`src/rtl/muldiv_unit.sv`:
```
// Iterative multiply/divide unit: one result bit per cycle, fixed WIDTH+2 cycle latency
// from the start cycle to done, with start/busy/done handshake and flush abort.
module muldiv_unit #(
    parameter int WIDTH = 16
) (
    input  logic             clk,
    input  logic             rst,
    input  logic             start,
    input  logic [1:0]       op,
    input  logic [WIDTH-1:0] a,
    input  logic [WIDTH-1:0] b,
    input  logic             flush,
    output logic             busy,
    output logic             done,
    output logic [WIDTH-1:0] result_hi,
    output logic [WIDTH-1:0] result_lo,
    output logic             div0
);

    localparam int CW = $clog2(WIDTH);

    typedef enum logic [1:0] {
        S_IDLE,
        S_CALC,
        S_FIX,
        S_DONE
    } state_t;

    state_t           state_q, state_d;
    logic [CW-1:0]    cnt_q, cnt_d;
    logic             is_div_q, is_div_d;
    logic [WIDTH-1:0] opnd_q, opnd_d;
    logic [WIDTH-1:0] acc_hi_q, acc_hi_d;
    logic [WIDTH-1:0] acc_lo_q, acc_lo_d;
    logic             neg_res_q, neg_res_d;
    logic             neg_rem_q, neg_rem_d;
    logic             dz_q, dz_d;
    logic             busy_q, busy_d;
    logic             done_q, done_d;
    logic [WIDTH-1:0] res_hi_q, res_hi_d;
    logic [WIDTH-1:0] res_lo_q, res_lo_d;
    logic             div0_q, div0_d;

    function automatic logic [WIDTH-1:0] abs_w(input logic [WIDTH-1:0] v, input logic signed_op);
        return (signed_op && v[WIDTH-1]) ? (~v + WIDTH'(1)) : v;
    endfunction

    function automatic logic [WIDTH-1:0] neg_if(input logic [WIDTH-1:0] v, input logic neg);
        return neg ? (~v + WIDTH'(1)) : v;
    endfunction

    function automatic logic [2*WIDTH-1:0] neg2_if(input logic [2*WIDTH-1:0] v, input logic neg);
        return neg ? (~v + (2*WIDTH)'(1)) : v;
    endfunction

    // Multiply: accumulator {acc_hi, acc_lo} with the multiplier in acc_lo, shifted right each step.
    // Divide: acc_hi is the remainder, acc_lo the dividend/quotient shift register.
    logic [WIDTH:0]     mul_sum;
    logic [WIDTH:0]     div_shift;
    logic               div_fits;
    logic [WIDTH-1:0]   div_diff;
    logic [2*WIDTH-1:0] prod_fix;

    assign mul_sum   = {1'b0, acc_hi_q} + (acc_lo_q[0] ? {1'b0, opnd_q} : '0);
    assign div_shift = {acc_hi_q, acc_lo_q[WIDTH-1]};
    assign div_fits  = (div_shift >= {1'b0, opnd_q});
    // When the divisor fits, the true difference is below the divisor, so WIDTH bits suffice.
    assign div_diff  = div_shift[WIDTH-1:0] - opnd_q;
    assign prod_fix  = neg2_if({acc_hi_q, acc_lo_q}, neg_res_q);

    always_comb begin
        state_d   = state_q;
        cnt_d     = cnt_q;
        is_div_d  = is_div_q;
        opnd_d    = opnd_q;
        acc_hi_d  = acc_hi_q;
        acc_lo_d  = acc_lo_q;
        neg_res_d = neg_res_q;
        neg_rem_d = neg_rem_q;
        dz_d      = dz_q;
        busy_d    = busy_q;
        done_d    = done_q;
        res_hi_d  = res_hi_q;
        res_lo_d  = res_lo_q;
        div0_d    = div0_q;

        if (flush) begin
            state_d = S_IDLE;
            busy_d  = 1'b0;
            done_d  = 1'b0;
        end else begin
            case (state_q)
                S_IDLE, S_DONE: begin
                    done_d = 1'b0;
                    if (start) begin
                        state_d   = S_CALC;
                        busy_d    = 1'b1;
                        cnt_d     = CW'(WIDTH - 1);
                        is_div_d  = op[1];
                        opnd_d    = op[1] ? abs_w(b, op[0]) : abs_w(a, op[0]);
                        acc_lo_d  = op[1] ? abs_w(a, op[0]) : abs_w(b, op[0]);
                        acc_hi_d  = '0;
                        neg_res_d = op[0] & (a[WIDTH-1] ^ b[WIDTH-1]);
                        neg_rem_d = op[0] & a[WIDTH-1];
                        dz_d      = op[1] & (b == '0);
                    end else begin
                        state_d = S_IDLE;
                    end
                end
                S_CALC: begin
                    if (is_div_q) begin
                        acc_hi_d = div_fits ? div_diff : div_shift[WIDTH-1:0];
                        acc_lo_d = {acc_lo_q[WIDTH-2:0], div_fits};
                    end else begin
                        acc_hi_d = mul_sum[WIDTH:1];
                        acc_lo_d = {mul_sum[0], acc_lo_q[WIDTH-1:1]};
                    end
                    if (cnt_q == '0) begin
                        state_d = S_FIX;
                    end else begin
                        cnt_d = cnt_q - CW'(1);
                    end
                end
                S_FIX: begin
                    state_d = S_DONE;
                    busy_d  = 1'b0;
                    done_d  = 1'b1;
                    div0_d  = dz_q;
                    if (is_div_q) begin
                        // Divide by zero naturally leaves |a| as remainder; the quotient is forced.
                        res_lo_d = dz_q ? '1 : neg_if(acc_lo_q, neg_res_q);
                        res_hi_d = neg_if(acc_hi_q, neg_rem_q);
                    end else begin
                        res_hi_d = prod_fix[2*WIDTH-1:WIDTH];
                        res_lo_d = prod_fix[WIDTH-1:0];
                    end
                end
                default: begin
                    state_d = S_IDLE;
                end
            endcase
        end
    end

    always_ff @(posedge clk) begin
        if (rst) begin
            state_q   <= S_IDLE;
            cnt_q     <= '0;
            is_div_q  <= 1'b0;
            opnd_q    <= '0;
            acc_hi_q  <= '0;
            acc_lo_q  <= '0;
            neg_res_q <= 1'b0;
            neg_rem_q <= 1'b0;
            dz_q      <= 1'b0;
            busy_q    <= 1'b0;
            done_q    <= 1'b0;
            res_hi_q  <= '0;
            res_lo_q  <= '0;
            div0_q    <= 1'b0;
        end else begin
            state_q   <= state_d;
            cnt_q     <= cnt_d;
            is_div_q  <= is_div_d;
            opnd_q    <= opnd_d;
            acc_hi_q  <= acc_hi_d;
            acc_lo_q  <= acc_lo_d;
            neg_res_q <= neg_res_d;
            neg_rem_q <= neg_rem_d;
            dz_q      <= dz_d;
            busy_q    <= busy_d;
            done_q    <= done_d;
            res_hi_q  <= res_hi_d;
            res_lo_q  <= res_lo_d;
            div0_q    <= div0_d;
        end
    end

    assign busy      = busy_q;
    assign done      = done_q;
    assign result_hi = res_hi_q;
    assign result_lo = res_lo_q;
    assign div0      = div0_q;

endmodule

```
`config.mk`:
```
export PLATFORM = sky130hd
export DESIGN_NAME = muldiv_unit
export DESIGN_NICKNAME = d
export VERILOG_FILES = /design/src/rtl/muldiv_unit.sv
export SDC_FILE = /design/constraint.sdc
export NUM_CORES = 1
export LEC_CHECK = 0
export ABC_AREA = 0
export CORE_MARGIN = 5
export CORE_UTILIZATION = 54
export CTS_CLUSTER_DIAMETER = 80
export CTS_CLUSTER_SIZE = 20
export DETAILED_ROUTE_END_ITERATION = 10
export HOLD_SLACK_MARGIN = 0.12
export MAX_ROUTING_LAYER = met4
export PLACE_DENSITY = 0.83
export SYNTH_ARGS = -nofsm -noshare
export SYNTH_HDL_FRONTEND = slang
export SYNTH_SLANG_ARGS = --single-unit
```
`constraint.sdc`:
```
create_clock -name clk -period 4.4 [get_ports clk]
set_clock_uncertainty 0.15 [all_clocks]
set_input_delay 0.44 -clock clk [delete_from_list [all_inputs] [get_ports clk]]
set_output_delay 0.44 -clock clk [all_outputs]
set_load 0.005 [all_outputs]
```
==> impl_metrics.toml <==
[cts]
insertion_delay_ns = 0.35
clockBufferDepth = 2
cts_tree = "done"
cts_max_level = 3
cts_resized = 0
path_clk_slew_ns = 0.07
hold_buffers = 0
clock_sinks = 93
cts_setup_buffers = 0
cts_buffers = 9
cts-root-buf = "clkbuf_16"

[synth]
synth-xor-area-share_pct = 9.76
async_flop_share_pct = 0
ys_seq_area_share_pct = 26.3
synth-compound-area-share_pct = 25.5
synthMuxAreaShare_pct = 5.19
synthCells = 938
synth_top_area_share_pct = 26.3
synth_edf_count = 0
yosys.cell_types.count = 63
synthFlopType = "dfxtp_1"
synthSimpleGateAreaFrac_pct = 20.5
avgSynthCellArea_um2 = 7.56
synth_nets = 1019
synth_warnings = 0
synth_top_family_by_area = "compound AO/OA/AOI/OAI gates"
synth.cell_area_um2 = 7090
synth_fa_ha_area_share_pct = 7.80
ys_ff_latch = 93
yosysTopAreaCell = "dfxtp_1"
yosys-top-cells-area = "dfxtp_1, ha_1, xor2_1"

[detailed_routing]
vias = 7020
dr.pass1.iters = 7
routed_via_density = 6.06
drc = 0
wl_per_cell_um = 16.6
antenna_left = 0
dr.first_iter.drc_count = 697
wirelength_um = 19200

[finish]
drive_gt1_share_pct = 5.58
final_common_cell = "nor2_1"
area_growth_pct = 16.0
final_cell_area_um2 = 8230
layout_common_cells = "nor2_1, nand2_1, dfxtp_1"
layout.nets = 1062
antenna_cells = 0

[timing]
final-setup-viol-count = 0
min_period_ns = 3.63
worstMarginPinSlew_ns = 1.20
fmax_mhz = 275
slew_headroom_pct = 19.4
hold_slack_ns = 0.299
tns_ns = 0
slew_violations = 0
finalCritPeriodShare_pct = 82.6
rsz0062_at_grt = "no"
hold_viol_final = 0

[floorplan]
fp.dieW_um = 125
die_area_um2 = 15500
ios = 73
die_h_um = 125
core_region_area_um2 = 12700
start_util_pct = 55.7
placementRows = 41

[setup_path]
cpMaxStageDelayCell = "o41ai_2"
critPathMaxFanout = 17
critPathLaunch = "acc_lo_q[0]"
cp-start-kind = "flip-flop"
critPathKind = "reg -> reg"
cp-end-kind = "flip-flop"
cp.required_ns = 4.49
crit_top_cell = "a21o_1"
arrival_ns = 3.72
max_stage_delay_ns = 0.49
rrSetupSlack_ns = 0.77
r2r_start = "acc_lo_q[0]"
path_cells = "clkinv_1, nor2_1, ha_1, a21o_1, a221o_1, o41ai_2, o21ai_2, a21o_1, a211o_1, a32o_1"

[power]
p_seq_share_pct = 39.3
p_clk_share_pct = 34.7
total_power_mw = 2.35
p_sw_mw = 0.760
power_density_nw_per_um2 = 285
p_leak_nw = 3.27
swShare_pct = 32.4
internal_power_mw = 1.59
p_comb_share_pct = 26.1
ir_drop_v = 0.000186

[grt]
grt_usage_pct = 24.6
grt_pass1_vias = 6370
grt_first_pass_wirelength_um = 31400
grt_max_degree = 42
antenna_found_initial = 0
grt_remaining_overflow = 0

[flow_run]
maxCapViolations = 0

[min_path]
min-delay-start = "result_hi[2]"
min_path_type = "reg -> reg"

[placed_design]
post_dp_cell_area_um2 = 7920
io_buffers = 72
hpwl_um = 14800
gp_congestion = 1.03

[outcome]
status = "finished, final reports clean"
## sequential cells by signal, indices dropped and copies added (netlist names)
register / cells
state_q: 2
neg_res_q: 1
neg_rem_q: 1
done: 1
acc_hi_q: 16
result_lo: 16
opnd_q: 16
acc_lo_q: 16
cnt_q: 4
dz_q: 1
result_hi: 16
is_div_q: 1
div0: 1
busy: 1
## worst max-delay path: cells and delay by family (launching register included)
kind                     cells  cell delay [ns]
AO/OA/AOI/OAI                7             1.94
adder cells (fa/ha/maj)      1             0.31
buffers and inverters        1             0.44
flip-flops                   1             0.42
AND/OR/NAND/NOR              1             0.26
## through the flow
stage                     util, %  setup slack [ns]  cells
final                        64.7             0.767   1158
after global routing         64.7             0.638   1158
after CTS                    64.7             0.893   1158
after detailed placement     62.2             0.894   1142
after global placement       62.2              1.05   1142
after floorplan                 -              1.26    938
## synthesized netlist by cell type (29+ instances only)
master    number
ha_1          41
a211oi_1      46
xnor2_1       30
o21ai_0       44
nor3_1        29
dfxtp_1       93
a21oi_1       84
nor2_1       105
clkbuf_1      47
inv_1         40
xor2_1        49
nand2_1      101
## power by group through the flow
stage,Sequential [mW],Clock (mW),Combinational (mW)
detailed placement,0.939,0,0.597
finish,0.922,0.814,0.612
floorplan,0.923,0,0.434
global route,0.926,0.855,0.667
global placement,0.937,0,0.588
CTS,0.920,0.819,0.601
## worst paths after layout
kind	endpoint	cells past startpoint
max	acc_hi_q[15]	10
min reg2reg	result_hi[2]	2
max reg2reg	acc_hi_q[15]	10
min	result_hi[2]	2
## area by class of cell
cell class | instances | area (µm²)
Inverter | 43 | 161
Multi-Input combinational cell | 751 | 4880
Sequential cell | 93 | 1860
Clock inverter | 6 | 71.3
Timing Repair Buffer | 83 | 798
Tap cell | 172 | 215
Fill cell | 1149 | 4500
Clock buffer | 10 | 239
## cells by family after synthesis
logic type	after synthesis
and+or+nand+nor	318
AOI/OAI and AO/OA	276
buffers and inverters	94
DFF	93
xor gates and xnor gates	79
adders and majority gates	43
muxes	35
## metal layers
metal / GRT usage [%] / wire length, µm / vias up
li1: - / - / 3456
met1: 33.7 / 8710 / 3190
met2: 37.9 / 8490 / 337
met3: 3.64 / 1650 / 37
met4: 6.90 / 385 / 0
met5: - / 0 / -
Note: power is estimated with default switching activity, not from simulation.
